File: src/rtl/m_axis_kernel_serializer_pkg.sv
// Shared definitions for the kernel serializer output stage.
//   statetype           : output sequencing states
//   beats_per_kernel()  : AXIS beats needed to drain one kernel
//   beats_per_line()    : AXIS beats per image line
//   cnt_width()         : counter width for a modulo-n counter, never below 1
//   params_ok()         : divisibility rules the parameter set must satisfy
package remapper_pkg;

    typedef enum logic [1:0] {
        IDLE    = 2'd0,
        STREAM  = 2'd1,
        STARVED = 2'd2,
        DRAIN   = 2'd3
    } statetype;

    function automatic int beats_per_kernel(input int kernel_size, input int pixels_per_beat);
        return kernel_size / pixels_per_beat;
    endfunction

    function automatic int beats_per_line(input int img_width, input int pixels_per_beat);
        return img_width / pixels_per_beat;
    endfunction

    function automatic int cnt_width(input int n);
        return (n > 1) ? $clog2(n) : 1;
    endfunction

    function automatic bit params_ok(input int kernel_size, input int pixels_per_beat,
                                     input int img_width, input int img_height);
        return (pixels_per_beat > 0) && (kernel_size > 0) && (img_height > 0) &&
               (kernel_size % pixels_per_beat == 0) &&
               (img_width % pixels_per_beat == 0) &&
               (img_width % kernel_size == 0);
    endfunction

endpackage

File: src/rtl/m_axis_kernel_serializer_kernel_beat_buffer.sv
// One-kernel holding buffer feeding the AXIS output register.
//   clk_i, rst_ni    : clock, asynchronous active-low reset
//   kernel_i         : full kernel, pixel 0 in the low bits
//   kernel_valid_i   : upstream kernel complete
//   kernel_ready_o   : kernel is captured this cycle when kernel_valid_i=1
//   out_load_i       : output register takes beat_o this cycle
//   buf_valid_o      : buffer holds beats not yet loaded
//   beat_o           : beat currently selected by the beat index
module kernel_beat_buffer
    import remapper_pkg::*;
#(
    parameter int DATA_WIDTH      = 8,
    parameter int KERNEL_SIZE     = 64,
    parameter int PIXELS_PER_BEAT = 1
) (
    input  logic                                  clk_i,
    input  logic                                  rst_ni,
    input  logic [KERNEL_SIZE*DATA_WIDTH-1:0]     kernel_i,
    input  logic                                  kernel_valid_i,
    output logic                                  kernel_ready_o,
    input  logic                                  out_load_i,
    output logic                                  buf_valid_o,
    output logic [PIXELS_PER_BEAT*DATA_WIDTH-1:0] beat_o
);

    localparam int BPK    = beats_per_kernel(KERNEL_SIZE, PIXELS_PER_BEAT);
    localparam int IDX_W  = cnt_width(BPK);
    localparam int BEAT_W = PIXELS_PER_BEAT * DATA_WIDTH;
    localparam logic [IDX_W-1:0] LAST_IDX = IDX_W'(BPK - 1);

    logic [BEAT_W-1:0] buf_q [BPK];
    logic              buf_valid_q;
    logic [IDX_W-1:0]  beat_idx_q;
    logic              last_load;
    logic              capture;

    assign last_load      = out_load_i && (beat_idx_q == LAST_IDX);
    // Ready while the final beat loads lets the next kernel stream with no bubble.
    // Gated by reset so nothing is offered while the block is held in reset.
    assign kernel_ready_o = rst_ni && (!buf_valid_q || last_load);
    assign capture        = kernel_valid_i && kernel_ready_o;
    assign buf_valid_o    = buf_valid_q;
    assign beat_o         = buf_q[beat_idx_q];

    always_ff @(posedge clk_i or negedge rst_ni) begin
        if (!rst_ni) begin
            buf_valid_q <= 1'b0;
            beat_idx_q  <= '0;
            for (int b = 0; b < BPK; b++) begin
                buf_q[b] <= '0;
            end
        end else begin
            if (capture) begin
                for (int b = 0; b < BPK; b++) begin
                    buf_q[b] <= kernel_i[b*BEAT_W +: BEAT_W];
                end
            end
            if (out_load_i) begin
                beat_idx_q <= last_load ? '0 : beat_idx_q + 1'b1;
            end
            if (capture) begin
                buf_valid_q <= 1'b1;
            end else if (last_load) begin
                buf_valid_q <= 1'b0;
            end
        end
    end

endmodule

File: src/rtl/m_axis_kernel_serializer.sv
// Serialises remapped kernels onto an AXI4-Stream video master with
// tuser (start of frame) and tlast (end of line) framing.
//   i_clk, i_aresetn         : clock, asynchronous active-low reset
//   i_image_kernel_remapped  : kernel pixels, index 0 sent first
//   i_kernel_valid / o_kernel_ready : kernel handshake
//   m_axis_t*                : AXIS master, pixel k of a beat at [k*DATA_WIDTH +: DATA_WIDTH]
//   o_frame_done             : one-cycle pulse after the last beat of a frame is accepted
//   o_underrun               : sticky, buffer ran dry in the middle of a line
//
// state   | meaning
// IDLE    | waiting for the first beat of a frame
// STREAM  | loading beats of the current frame
// STARVED | buffer ran empty mid-line, waiting for a kernel
// DRAIN   | last beat of the frame loaded, waiting for its handshake
module m_axis_kernel_serializer
    import remapper_pkg::*;
#(
    parameter int DATA_WIDTH      = 8,
    parameter int KERNEL_SIZE     = 64,
    parameter int PIXELS_PER_BEAT = 1,
    parameter int IMG_WIDTH       = 4096,
    parameter int IMG_HEIGHT      = 3072
) (
    input  logic                                  i_clk,
    input  logic                                  i_aresetn,
    input  logic [KERNEL_SIZE*DATA_WIDTH-1:0]     i_image_kernel_remapped,
    input  logic                                  i_kernel_valid,
    output logic                                  o_kernel_ready,
    output logic [PIXELS_PER_BEAT*DATA_WIDTH-1:0] m_axis_tdata,
    output logic                                  m_axis_tvalid,
    input  logic                                  m_axis_tready,
    output logic                                  m_axis_tuser,
    output logic                                  m_axis_tlast,
    output logic                                  o_frame_done,
    output logic                                  o_underrun
);

    localparam int BPL    = beats_per_line(IMG_WIDTH, PIXELS_PER_BEAT);
    localparam int X_W    = cnt_width(BPL);
    localparam int Y_W    = cnt_width(IMG_HEIGHT);
    localparam int BEAT_W = PIXELS_PER_BEAT * DATA_WIDTH;
    localparam logic [X_W-1:0] X_LAST = X_W'(BPL - 1);
    localparam logic [Y_W-1:0] Y_LAST = Y_W'(IMG_HEIGHT - 1);

    if (!params_ok(KERNEL_SIZE, PIXELS_PER_BEAT, IMG_WIDTH, IMG_HEIGHT)) begin : g_bad_params
        $error("m_axis_kernel_serializer: KERNEL_SIZE/IMG_WIDTH must be multiples of PIXELS_PER_BEAT and IMG_WIDTH of KERNEL_SIZE");
    end

    statetype          state_q, state_d;
    logic [BEAT_W-1:0] tdata_q;
    logic              tvalid_q, tuser_q, tlast_q;
    logic              frame_done_q, underrun_q;
    logic [X_W-1:0]    x_q;
    logic [Y_W-1:0]    y_q;

    logic              buf_valid;
    logic [BEAT_W-1:0] beat;
    logic              out_load, handshake, line_end, frame_end, starve;

    kernel_beat_buffer #(
        .DATA_WIDTH      (DATA_WIDTH),
        .KERNEL_SIZE     (KERNEL_SIZE),
        .PIXELS_PER_BEAT (PIXELS_PER_BEAT)
    ) u_buf (
        .clk_i          (i_clk),
        .rst_ni         (i_aresetn),
        .kernel_i       (i_image_kernel_remapped),
        .kernel_valid_i (i_kernel_valid),
        .kernel_ready_o (o_kernel_ready),
        .out_load_i     (out_load),
        .buf_valid_o    (buf_valid),
        .beat_o         (beat)
    );

    assign out_load  = buf_valid && (!tvalid_q || m_axis_tready);
    assign handshake = tvalid_q && m_axis_tready;
    assign line_end  = (x_q == X_LAST);
    assign frame_end = line_end && (y_q == Y_LAST);
    // An empty buffer at a line boundary is a normal inter-line gap, not an underrun.
    assign starve    = (state_q == STREAM) && !buf_valid && (x_q != '0);

    always_comb begin
        state_d = state_q;
        if (out_load) begin
            state_d = frame_end ? DRAIN : STREAM;
        end else begin
            case (state_q)
                STREAM:  if (starve) state_d = STARVED;
                DRAIN:   if (handshake) state_d = IDLE;
                default: state_d = state_q;
            endcase
        end
    end

    always_ff @(posedge i_clk or negedge i_aresetn) begin
        if (!i_aresetn) begin
            state_q      <= IDLE;
            tdata_q      <= '0;
            tvalid_q     <= 1'b0;
            tuser_q      <= 1'b0;
            tlast_q      <= 1'b0;
            frame_done_q <= 1'b0;
            underrun_q   <= 1'b0;
            x_q          <= '0;
            y_q          <= '0;
        end else begin
            state_q      <= state_d;
            frame_done_q <= (state_q == DRAIN) && handshake;
            if (starve) begin
                underrun_q <= 1'b1;
            end
            if (out_load) begin
                tdata_q  <= beat;
                tvalid_q <= 1'b1;
                tuser_q  <= (x_q == '0) && (y_q == '0);
                tlast_q  <= line_end;
                if (line_end) begin
                    x_q <= '0;
                    y_q <= (y_q == Y_LAST) ? '0 : y_q + 1'b1;
                end else begin
                    x_q <= x_q + 1'b1;
                end
            end else if (m_axis_tready) begin
                tvalid_q <= 1'b0;
            end
        end
    end

    assign m_axis_tdata  = tdata_q;
    assign m_axis_tvalid = tvalid_q;
    assign m_axis_tuser  = tuser_q;
    assign m_axis_tlast  = tlast_q;
    assign o_frame_done  = frame_done_q;
    assign o_underrun    = underrun_q;

endmodule

File: config.mk
export PLATFORM = sky130hd
export DESIGN_NAME = m_axis_kernel_serializer
export DESIGN_NICKNAME = d
export VERILOG_FILES = /design/src/rtl/m_axis_kernel_serializer_pkg.sv /design/src/rtl/m_axis_kernel_serializer_kernel_beat_buffer.sv /design/src/rtl/m_axis_kernel_serializer.sv
export SDC_FILE = /design/constraint.sdc
export NUM_CORES = 1
export LEC_CHECK = 0
export ABC_AREA = 1
export CELL_PAD_IN_SITES_DETAIL_PLACEMENT = 1
export CELL_PAD_IN_SITES_GLOBAL_PLACEMENT = 1
export CORE_MARGIN = 5
export CORE_UTILIZATION = 25
export CTS_BUF_LIST = sky130_fd_sc_hd__clkbuf_8
export DETAILED_ROUTE_END_ITERATION = 8
export GPL_TIMING_DRIVEN = 1
export PLACE_DENSITY_LB_ADDON = 0.25
export RECOVER_POWER = 25
export SLEW_MARGIN = 20
export SYNTH_ARGS = -nofsm -noshare
export SYNTH_HDL_FRONTEND = slang
export SYNTH_SLANG_ARGS = --single-unit
File: constraint.sdc
create_clock -name i_clk -period 2.95 [get_ports i_clk]
set_input_delay 0.295 -clock i_clk [delete_from_list [all_inputs] [get_ports i_clk]]
set_output_delay 0.295 -clock i_clk [all_outputs]
set_load 0.005 [all_outputs]
# [Yosys cells after proc, flatten, opt, wreduce, memory -nomap -nowiden]
# Cells that the tools add are included.
[word_totals] ff_bits=558 input_bits=516 out_inout_bits=14 elab_cells=124
[classes] add_sub_neg=3 n_lt_le_gt_ge=1 n_eq_ne=7 n_mux=15 n_bitwise=1 reduce_logical=22
[op_table] op="$bmux W8 S6" count=1
[op_table] op="$add A12 B1 Y12 const B" count=2
[op_table] op="$eq A12 B12 Y1 const B" count=2
[op_table] op="$logic_not A12 Y1" count=2
[op_table] op="$mux W12" count=2
[op_table] op="$mux W8" count=2
[op_table] op="$reduce_bool A12 Y1" count=1
[op_table] op="$logic_and A1 B1 Y1" count=10
[op_table] op="$mux W2" count=4
[op_table] op="$ge A7 B7 Y1 const B" count=1
[op_table] op="$not A6 Y7" count=1
[op_table] op="$add A6 B1 Y6 const B" count=1
[op_table] op="$eq A6 B6 Y1 const B" count=1
[op_table] op="$mux W6" count=1
[op_table] op="$ne A3 B2 Y1 const B" count=2
[op_table] op="$mux W1" count=4
[op_table] op="$pmux W2 S2" count=1
[op_table] op="$reduce_bool A2 Y1" count=2
[op_table] op="$reduce_and A3 Y1" count=1
[op_table] op="$reduce_bool A3 Y1" count=1
[op_table] op="$eq A2 B1 Y1 const B" count=1
[op_table] op="$eq A2 B2 Y1 const B" count=1
[op_table] op="$logic_not A1 Y1" count=2
[op_table] op="$logic_or A1 B1 Y1" count=2
[op_table] op="$reduce_and A2 Y1" count=1

# [Longest topological paths before layout]
# Gate-level depths: netlist (run 1).
[logic_depth] ltp_word=8 mapped_depth=12 ltp_nobuf=11

# [Modules after synthesis]
# From an unflattened synthesis (run 1), not the netlist that was laid out.
[unflattened] hier_cells=3760 area_unflattened_um2=27541.4
[by_module_without_submodules] module="kernel_beat_buffer" instances=1 cells_each=3489 area_per_inst_um2=25441.9 seq_area_each_um2=12987.5
[by_module_without_submodules] module="m_axis_kernel_serializer" instances=1 cells_each=271 area_per_inst_um2=2099.5 seq_area_each_um2=975.9

# [Least setup slack after synthesis (run 1)]
# OpenSTA, ideal clock, no wires.
[synth_timing] path_type="flip-flop to flip-flop" startpoint="register u_buf.beat_idx_q[0]" endpoint="register u_buf.buf_q[100] (netlist name)" setup_time_ns=0.118 t_arrival_ns=1.793 t_required_ns=2.832 setup_slack_ns=1.039 stages_incl_launch_ff=12 n_path_buf=3 synth_period_minus_slack_ns=1.911 path_cell_list="dfrtp_1 > ha_1 > inv_1 > nor4_4 > nand3_2 > nand2_1 > nand3_1 > clkbuf_1 > buf_2 > buf_6 > nand2_1 > nand2_1"
[synth_between] elab_chain_cells=5
[synth_rtl] element="start: declaration" line="m_axis_kernel_serializer_kernel_beat_buffer.sv:33" source="logic [IDX_W-1:0] beat_idx_q;"
[synth_rtl] element="start signal: assignment" line="m_axis_kernel_serializer_kernel_beat_buffer.sv:59" source="beat_idx_q <= last_load ? '0 : beat_idx_q + 1'b1;"
[synth_rtl] element="$eq A6 B6 Y1" line="m_axis_kernel_serializer_kernel_beat_buffer.sv:37" source="assign last_load = out_load_i && (beat_idx_q == LAST_IDX);"
[synth_rtl] element="$logic_and A1 B1 Y1" line="m_axis_kernel_serializer_kernel_beat_buffer.sv:37"
[synth_rtl] element="$logic_or A1 B1 Y1" line="m_axis_kernel_serializer_kernel_beat_buffer.sv:40" source="assign kernel_ready_o = rst_ni && (!buf_valid_q || last_load);"
[synth_rtl] element="$logic_and A1 B1 Y1" line="m_axis_kernel_serializer_kernel_beat_buffer.sv:40"
[synth_rtl] element="$logic_and A1 B1 Y1" line="m_axis_kernel_serializer_kernel_beat_buffer.sv:41" source="assign capture = kernel_valid_i && kernel_ready_o;"
[synth_rtl] element="end signal: indexed assignment" line="m_axis_kernel_serializer_kernel_beat_buffer.sv:55" source="buf_q[b] <= kernel_i[b*BEAT_W +: BEAT_W];"
[synth_rtl] element="end: declaration" line="m_axis_kernel_serializer_kernel_beat_buffer.sv:31" source="logic [BEAT_W-1:0] buf_q [BPK];"
# Every way passes these cells.
# A chain may end at the register's enable or synchronous reset.

# [Final worst setup path (run 1)]
[layout_timing] startpoint="register u_buf.beat_idx_q[0]" endpoint="output port o_kernel_ready"
[layout_between] elab_chain_cells=4
[layout_rtl] element="$eq A6 B6 Y1" line="m_axis_kernel_serializer_kernel_beat_buffer.sv:37"
[layout_rtl] element="$logic_and A1 B1 Y1" line="m_axis_kernel_serializer_kernel_beat_buffer.sv:37"
[layout_rtl] element="$logic_or A1 B1 Y1" line="m_axis_kernel_serializer_kernel_beat_buffer.sv:40"
[layout_rtl] element="$logic_and A1 B1 Y1" line="m_axis_kernel_serializer_kernel_beat_buffer.sv:40"
[layout_rtl] element="end: declaration" line="m_axis_kernel_serializer.sv:28" source="output logic o_kernel_ready,"
# Every way passes these cells.

==> results of run 1 <==
-- area by class of cell --
| cell class | instances | area (sq um) |
|---|---|---|
| diodes | 7 | 17.5 |
| clock buffers | 142 | 1950 |
| clock inverters | 58 | 393 |
| fillers | 14200 | 80600 |
| inverters | 53 | 215 |
| multi-input cells | 2745 | 13800 |
| flip-flops and latches | 558 | 14000 |
| well taps | 1612 | 2020 |
| repair buffers | 627 | 6460 |
-- power breakdown --
| group | switching, mW | total, mW | leakage [nW] | internal [mW] |
|---|---|---|---|---|
| combinational | 8.92 | 13.5 | 9.55 | 4.54 |
| sequential | 1.71 | 12.4 | 7.01 | 10.7 |
| clock | 3.77 | 8.50 | 1.36 | 4.74 |
-- timing repair --
action                                  in CTS  in global routing
resized for setup                            2                  0
hold endpoints to repair                   155                  0
hold buffers                                27                  0
setup buffers                                5                  0
endpoints found under the setup margin       1                  0
-- cells in the mapped netlist (2+ instances only) --
cell,instances,share of area (%)
a21oi_1,43,0.72
buf_1,17,0.21
buf_12,44,2.9
buf_2,91,1.5
buf_6,16,0.60
clkbuf_1,113,1.4
clkinv_1,3,0.038
dfrtp_1,558,47
ha_1,5,0.21
inv_1,47,0.59
inv_2,2,0.025
nand2_1,1611,20
nand3_1,563,9.4
nand3_2,401,13
nand4_1,12,0.25
nor2_1,49,0.61
nor3_1,13,0.22
nor4_1,3,0.063
o21ai_0,28,0.47
xor2_1,8,0.23
-- per-layer routing --
metal,wire (um),GRT usage [%]
met1,56700,25.9
met2,57800,31.2
met3,5900,3.74
met4,3010,4.81
met5,21,0
-- cells by family after synthesis --
logic type	count (synthesis)
and+or+nand+nor	2655
AOI/OAI and AO/OA	75
muxes	1
buffers and inverters	335
adders and majority gates	5
xor gates and xnor gates	9
DFF	558
-- worst reg2reg max path, stage by stage (launching register included) --
cell     delay [ns]
dfrtp_4        0.41
buf_4          0.18
buf_12         0.58
nand2_1        0.30
nand3_1        0.13
nand3_1        0.14
nand3_1        0.21
nand2_1        0.07
nor2_1         0.21
nor2_1         0.10
a21oi_1        0.13
-- through the flow --
stage          setup slack [ns]  area [sq um]
2_1_floorplan              1.04         30000
6_report                  0.176         38900
5_1_grt                  0.0339         38800
4_1_cts                  0.0883         38900
3_3_place_gp              0.263         36200
3_5_place_dp              0.212         36200
-- path summary, 6_finish.rpt --
kind / to / from
min in group asynchronous: u_buf.buf_q[144] / i_aresetn
min: u_buf.buf_q[339] / i_image_kernel_remapped[171]
max: o_kernel_ready / u_buf.beat_idx_q[0]
max reg2reg: m_axis_tdata[4] / u_buf.beat_idx_q[0]
min reg2reg: o_underrun / o_underrun
max in group asynchronous: u_buf.buf_q[387] / i_aresetn
-- sequential cells by signal (all words and copies together) (netlist names) --
signal	count
m_axis_tvalid	1
state_q	2
m_axis_tlast	1
o_underrun	1
m_axis_tuser	1
u_buf.beat_idx_q	6
x_q	12
y_q	12
u_buf.buf_q	512
o_frame_done	1
u_buf.buf_valid_o	1
m_axis_tdata	8
==> reports/qor.log, run 1 <==
INFO  yosys          ys_async_sr_fraction=100%
INFO  drt            final_wirelength=123mm
INFO  sta            post_route_clock_skew=0.0390ns
INFO  yosys          ys_types=31
INFO  cells_and_area final_non_filler_cells=5802
INFO  power_and_ir_drop total_power=34.4mW
INFO  worst_setup_path cp_data_arrival_time=2.48ns
INFO  worst_setup_path worstSetupStartpointType=register
INFO  worst_setup_path worstPathBufferInverterCount=3
INFO  cells_and_area layout-drive-gt1-share=15.3%
INFO  placed_design  place_hpwl=82.1mm
INFO  die            chipWidth=356um
INFO  sta            timing_max_transition_violations_final=0
INFO  yosys          synth_area=30000squm
INFO  worst_setup_path cpLargestDelayFamily=simple AND/OR/NAND/NOR gates
INFO  drt            vias=26600
INFO  global_route   grt_pass1_wl=184mm
INFO  cells_and_area leading_cell_type_in_the_layout_fill_and_taps_excluded=nand2_1
INFO  outcome        outcome=completed
INFO  cells_and_area most-common-layout-cells=nand2_1, nand3_1, dfrtp_1, clkdlybuf4s50_1, nand3_2
INFO  yosys          synth.ff_latch_count=558
INFO  power_and_ir_drop leakage_component_of_the_power=17.9nW
INFO  die            floorplan.rows=127
INFO  worst_setup_path critPathSlowestCell=dfrtp_4
INFO  cts            clk_pin_slew_worst_paths=0.07ns
INFO  worst_setup_path cp.required=2.65ns
INFO  yosys          muxShareOfSynthArea=0.0334%
INFO  die            die_outline_area=127000squm
INFO  yosys          yosys.area_share.xor_xnor=0.263%
INFO  sta            rsz0062_at_grt=false
INFO  global_route   antenna_violations_before_repair=10
INFO  worst_setup_path worst-r2r-setup-slack=0.39ns
INFO  sta            max-slew-margin-rel=1.14%
INFO  global_route   grt_max_degree=170
INFO  sta            final_period_minus_worst_setup_slack=2.77ns
INFO  die            die_height=356um
INFO  placed_design  gp_congestion=0.758
INFO  die            ios=530
INFO  yosys          largest_family_of_logic_cells_by_synthesized_area=simple AND/OR/NAND/NOR gates
INFO  global_route   gr-usage-all-layers=19.0%
INFO  yosys          avgSynthCellArea=8.24squm
INFO  global_route   first_global_vias=28300
INFO  power_and_ir_drop cellPowerDensity=886nW/um^2
INFO  sta            pin_slew_with_the_least_headroom_to_its_limit=1.48ns
INFO  cells_and_area finalNetCount=4616
INFO  drt            drt-pass1-iter-count=5
INFO  yosys          post_synthesis_compound_gate_area_fraction=1.30%
INFO  drt            viasPerCell=4.58
INFO  cts            cts_inserted_buffers=110
INFO  yosys          ys.warnings.count=0
INFO  sta            finalCritPeriodShare=94.0%
INFO  flow_run       maxCapViolations=0
INFO  worst_setup_path crit_path_max_fanout=3
INFO  cts            h-tree-depth=3
INFO  cts            cts_max_path_buffers=3
INFO  placed_design  place.port_buffers=529
INFO  sta            timing_hold_violations_final=0
INFO  yosys          synth_simple_gate_area_share=44.2%
INFO  sta            final_total_negative_setup_slack=0ns
INFO  yosys          synth-main-ff-cell=dfrtp_1
INFO  drt            final_antenna_net_count=0
INFO  die            floorplan.core_area=119000squm
INFO  drt            wire_per_inst=21.3um
INFO  yosys          synthesis.instances=3638
INFO  min_path       hold_path_depth=3
INFO  die            initial_core_util=25.1%
INFO  cells_and_area final_util=32.5%
INFO  placed_design  placedCellCount=5562
INFO  drt            drc_errors=0
INFO  sta            whs=0.0838ns
INFO  cells_and_area area_delta_synth_final=29.6%
INFO  sta            setup-violations-final=0
INFO  cts            clock_insertion_delay_worst_skew=0.78ns
INFO  power_and_ir_drop irDropWorstVdd=853uV
INFO  worst_setup_path critical-path-max-stage-delay=0.41ns
INFO  yosys          synth.net_count=4159
INFO  worst_setup_path worst-path-stages=7
INFO  sta            achievable-frequency=360MHz
INFO  cts            cts.root.buffer_cell=clkbuf_8
INFO  drt            drt_iter0_markers=1627
INFO  cts            cts_tree=built
INFO  min_path       worstHoldPathType=input pin to register
INFO  worst_setup_path timing.critical_path.to_type=output port
INFO  worst_setup_path crit_type=register to output port
INFO  worst_setup_path path_cells=ha_1 -> inv_1 -> nor4_4 -> nand3_2 -> a21boi_4 -> buf_12 -> dlygate4sd2_1
INFO  yosys          synth_enable_flop_cells=0
INFO  yosys          synthAdderAreaFrac=0.209%
INFO  global_route   grt_remaining_overflow=0
INFO  worst_setup_path worst_reg_to_reg_cells=10
INFO  yosys          seq_area_frac_synth=46.6%
INFO  cts            cts.sink_count=558
(Power assumes the default switching activity.)
==> inputs of run 2 (changes only) <==
- SYNTH_HIERARCHICAL: not set -> 1
- clock period: 2.95 -> 2.25 ns (I/O delays scaled with it)
==> run 2 against run 1 <==
Via count is 4.9% higher. Worst setup slack got worse by 0.15 ns. Non-clock buffer count is 390 higher. Clock power increased by 20%. Combinational power rose by 100%. Clock-buffer cell count decreased by 4. Utilization is 6.0 points higher. Worst hold slack worse by 0.016 ns. Clock skew is 0.0012 ns higher. Critical path depth grew 4.
==> reports/qor.log, run 2 <==
INFO  sta            final_period_minus_worst_setup_slack=2.22ns
INFO  drt            viasPerCell=4.49 [-2.0%]
INFO  yosys          avgSynthCellArea=7.32squm [-11%]
INFO  cts            cts_inserted_buffers=104 [-5.5%]
INFO  cells_and_area max_flop_register=u_buf/buf_q
INFO  yosys          synth.largest_area_cell=dfrtp_1
INFO  die            floorplan.core_area=109000squm [-8.7%]
INFO  yosys          synthAdderAreaFrac=0.227% [+0.018 points]
INFO  power_and_ir_drop leakage_component_of_the_power=20.5nW [+15%]
INFO  power_and_ir_drop cellPowerDensity=1280nW/um^2 [+45%]
INFO  sta            finalCritPeriodShare=98.8%
INFO  yosys          ys.warnings.count=6 [+6]
INFO  sta            max-slew-margin-rel=37.9% [+37 points]
INFO  sta            timing_hold_violations_final=0 [unchanged]
INFO  worst_setup_path crit_type=register to register
INFO  min_path       hold_path_depth=3 [unchanged]
INFO  worst_setup_path worstSetupStartpointType=register
INFO  worst_setup_path r2r-end=m_axis_tdata[6]
INFO  drt            drc_errors=0 [unchanged]
INFO  cts            h-tree-depth=3 [unchanged]
INFO  cells_and_area area_delta_synth_final=52.8%
INFO  cells_and_area fillerInstances=13000 [-8.6%]
INFO  global_route   antenna_violations_before_repair=18 [+8]
INFO  worst_setup_path cp.required=2.88ns [+0.23 ns]
INFO  min_path       worstHoldPathType=input pin to register
INFO  sta            setup-violations-final=0 [unchanged]
INFO  drt            wire_per_inst=20.2um [-4.8%]
INFO  cts            cts.sink_count=558 [unchanged]
INFO  worst_setup_path regToRegStartpoint=u_buf/beat_idx_q[0]
INFO  global_route   grt_remaining_overflow=0 [unchanged]
INFO  sta            achievable-frequency=450MHz
INFO  yosys          synth.ff_latch_count=558 [unchanged]
INFO  power_and_ir_drop irDropWorstVdd=436uV [-49%]
INFO  placed_design  place.port_buffers=529 [unchanged]
INFO  yosys          synth_most_common_cell=nand2_1
INFO  power_and_ir_drop sequentialPowerShare=30.5% [-5.7 points]
INFO  sta            final_total_negative_setup_slack=0ns [unchanged]
INFO  flow_run       maxCapViolations=0 [unchanged]
INFO  worst_setup_path critical-path-max-stage-delay=0.54ns [+0.13 ns]
INFO  min_path       timing.hold.worst.start=i_image_kernel_remapped[476]
INFO  yosys          post_synth_main_area_contributors=dfrtp_1, nand2_1, nand3_1
INFO  drt            final_wirelength=126mm [+1.9%]
INFO  global_route   gr-usage-all-layers=20.9% [+1.9 points]
INFO  cells_and_area largest_register_ff_count=512 [unchanged]
INFO  power_and_ir_drop total_power=54.0mW [+57%]
INFO  global_route   grt_max_degree=161 [-5.3%]
INFO  cts            cts_tree=built
INFO  cts            clock_insertion_delay_worst_skew=0.77ns [about the same]
INFO  yosys          netlist.area_leader.share=50.7% [+4.1 points]
INFO  cells_and_area finalNetCount=5164 [+12%]
INFO  die            initial_core_util=25.2% [+0.15 points]
INFO  yosys          synthesis.instances=3760 [+3.4%]
INFO  yosys          largest_family_of_logic_cells_by_synthesized_area=simple AND/OR/NAND/NOR gates
INFO  placed_design  place_worst_setup_slack=-0.343ns [-0.555 ns]
INFO  global_route   first_global_vias=29900 [+5.7%]
INFO  cells_and_area leading_cell_type_in_the_layout_fill_and_taps_excluded=nand2_1
INFO  worst_setup_path worst-r2r-setup-slack=0.03ns [-0.36 ns]
INFO  sta            rsz0062_at_grt=true
INFO  yosys          ys_types=34 [+9.7%]
INFO  yosys          synth_enable_flop_cells=0 [unchanged]
INFO  yosys          yosys.area_share.xor_xnor=0.286% [+0.023 points]
INFO  sta            setup_slack=0.0273ns [-0.148 ns]
INFO  worst_setup_path path_cells=buf_16 -> buf_16 -> or2_2 -> o21ai_1 -> a21oi_1 -> nor2_1 -> nand2_2 -> nand3_4 -> nand2_4 -> nand2_2 -> nand2_1
INFO  yosys          synth.net_count=4281 [+2.9%]
INFO  cells_and_area final_util=38.6% [+6.0 points]
INFO  power_and_ir_drop combinationalPowerShare=50.7% [+12 points]
INFO  global_route   grt_pass1_wl=186mm [+0.89%]
INFO  sta            pin_slew_with_the_least_headroom_to_its_limit=0.932ns [-0.551 ns]
INFO  cells_and_area largest_registers=u_buf/buf_q: 512 flops, x_q: 12 flops, y_q: 12 flops
INFO  sta            whs=0.0679ns [-0.0159 ns]
INFO  sta            post_route_clock_skew=0.0402ns [+0.00124 ns]
INFO  yosys          muxShareOfSynthArea=0% [-0.033 points]
INFO  cells_and_area fin_area=42100squm [+8.3%]
INFO  worst_setup_path cp_data_arrival_time=2.85ns [+0.37 ns]
INFO  die            die_outline_area=117000squm [-7.9%]
INFO  cts            cts.root.buffer_cell=clkbuf_8
INFO  cells_and_area final_non_filler_cells=6212 [+7.1%]
INFO  drt            vias=27900 [+4.9%]
INFO  die            floorplan.rows=121 [-4.7%]
INFO  drt            drt-pass1-iter-count=5 [unchanged]
INFO  cells_and_area layout-drive-gt1-share=12.2% [-3.1 points]
INFO  min_path       hold_end=u_buf/buf_q[36]
INFO  yosys          synth_simple_gate_area_share=33.4% [-11 points]
INFO  worst_setup_path crit_path_max_fanout=7 [+4]
INFO  power_and_ir_drop power_switching=23.2mW [+61%]
INFO  yosys          seq_area_frac_synth=50.7% [+4.1 points]
INFO  placed_design  placedCellCount=5715 [+2.8%]
INFO  yosys          post_synthesis_compound_gate_area_fraction=6.91% [+5.6 points]
INFO  placed_design  placed_area=35700squm [-1.4%]
INFO  cts            clk_pin_slew_worst_paths=0.06ns [about the same]
INFO  worst_setup_path worst_reg_to_reg_cells=11 [+1]
INFO  drt            final_antenna_net_count=0 [unchanged]
INFO  power_and_ir_drop sw_frac_of_total=42.9% [+1.1 points]
INFO  sta            timing_max_transition_violations_final=0 [unchanged]
INFO  power_and_ir_drop clock_power_share=18.8% [-5.9 points]
INFO  power_and_ir_drop cell_internal_power=30.8mW [+54%]
INFO  worst_setup_path timing.critical_path.to_type=register
INFO  cts            cts_max_path_buffers=3 [unchanged]
INFO  cells_and_area most-common-layout-cells=nand2_1, dfrtp_1, clkdlybuf4s50_1, nor2_1, nand3_1
INFO  die            chipWidth=342um [-4.0%]
INFO  placed_design  place_hpwl=87.1mm [+6.1%]
INFO  outcome        outcome=completed
INFO  die            die_height=342um [-4.0%]
INFO  placed_design  gp_congestion=0.778 [+2.7%]
INFO  yosys          ys_async_sr_fraction=100% [unchanged]
INFO  worst_setup_path critPathSlowestCell=dfrtp_4
INFO  die            ios=530 [unchanged]
INFO  drt            drt_iter0_markers=1297 [-20%]
INFO  yosys          netlist_top_cells_count=nand2_1, dfrtp_1, nor2_1
INFO  yosys          synth-main-ff-cell=dfrtp_1
INFO  yosys          synth_area=27500squm [-8.1%]
==> run 2: critical path: cells and delay by family, from the launching register on <==
kind / cells / cell delay (ns)
AOI/OAI and AO/OA: 2 / 0.22
buffers and inverters: 2 / 0.39
DFF: 1 / 0.54
and+or+nand+nor: 7 / 0.93
==> run 2: cell families (layout without fill, tap and decap cells) <==
kind of cell             Yosys count  in the layout
other                              0             11
AO/OA/AOI/OAI                    377            377
AND/OR/NAND/NOR                 2234           2234
buffers and inverters            577           1542
XOR/XNOR                           9              9
flip-flops                       558            558
adder cells (fa/ha/maj)            5              5
==> run 2: layout make-up <==
cell class	instances	area (sq um)	share of cell area [%]
clock inverter	50	229	0.544
tap	1476	1850	4.39
timing repair buffer	1017	10900	25.8
timing repair inverter	3	38.8	0.0921
antenna	11	27.5	0.0654
clock buffer	138	1900	4.51
multi-input combinational	2625	11900	28.3
inverter	334	1290	3.08
sequential	558	14000	33.2
==> run 2: how the worst max path moves through the flow <==
stage | startpoint | to | slack, ns | depth (start not counted)
finish | u_buf/beat_idx_q[0] | m_axis_tdata[6] | 0.03 | 11
detailed placement | m_axis_tready | u_buf/buf_q[404] | -0.34 | 13
floorplan | m_axis_tvalid | u_buf/buf_q[257] | 0.04 | 14
global placement | m_axis_tready | u_buf/buf_q[411] | -0.29 | 13
CTS | u_buf/beat_idx_q[0] | o_kernel_ready | -0.03 | 6
global route | u_buf/beat_idx_q[0] | m_axis_tdata[4] | -0.07 | 15
==> run 2: power by group through the flow <==
stage	registers, mW	logic [mW]	clock network, mW
after CTS	16.4	26.9	10.6
after detailed placement	16.6	23.4	0
after global placement	16.5	22.9	0
after floorplan	16.0	13.0	0
final	16.4	27.4	10.2
after global routing	16.9	30.3	11.0
==> run 2: timing repair <==
item | CTS | global route
endpoints found under the setup margin | 67 | 48
pin swaps | 47 | 49
buffers inserted | 14 | 7
gates resized for setup | 178 | 118
endpoints found under the hold margin | 830 | 0
cloned | 15 | 6
hold buffers | 262 | 0
==> run 2: routing by layer <==
metal | GRT usage (%) | vias up | routed length [um]
met5 | 0 | - | 21
met4 | 5.77 | 4 | 2820
met3 | 3.29 | 139 | 4870
met2 | 36.6 | 554 | 62100
met1 | 27.0 | 13600 | 55900
li1 | - | 13600 | -
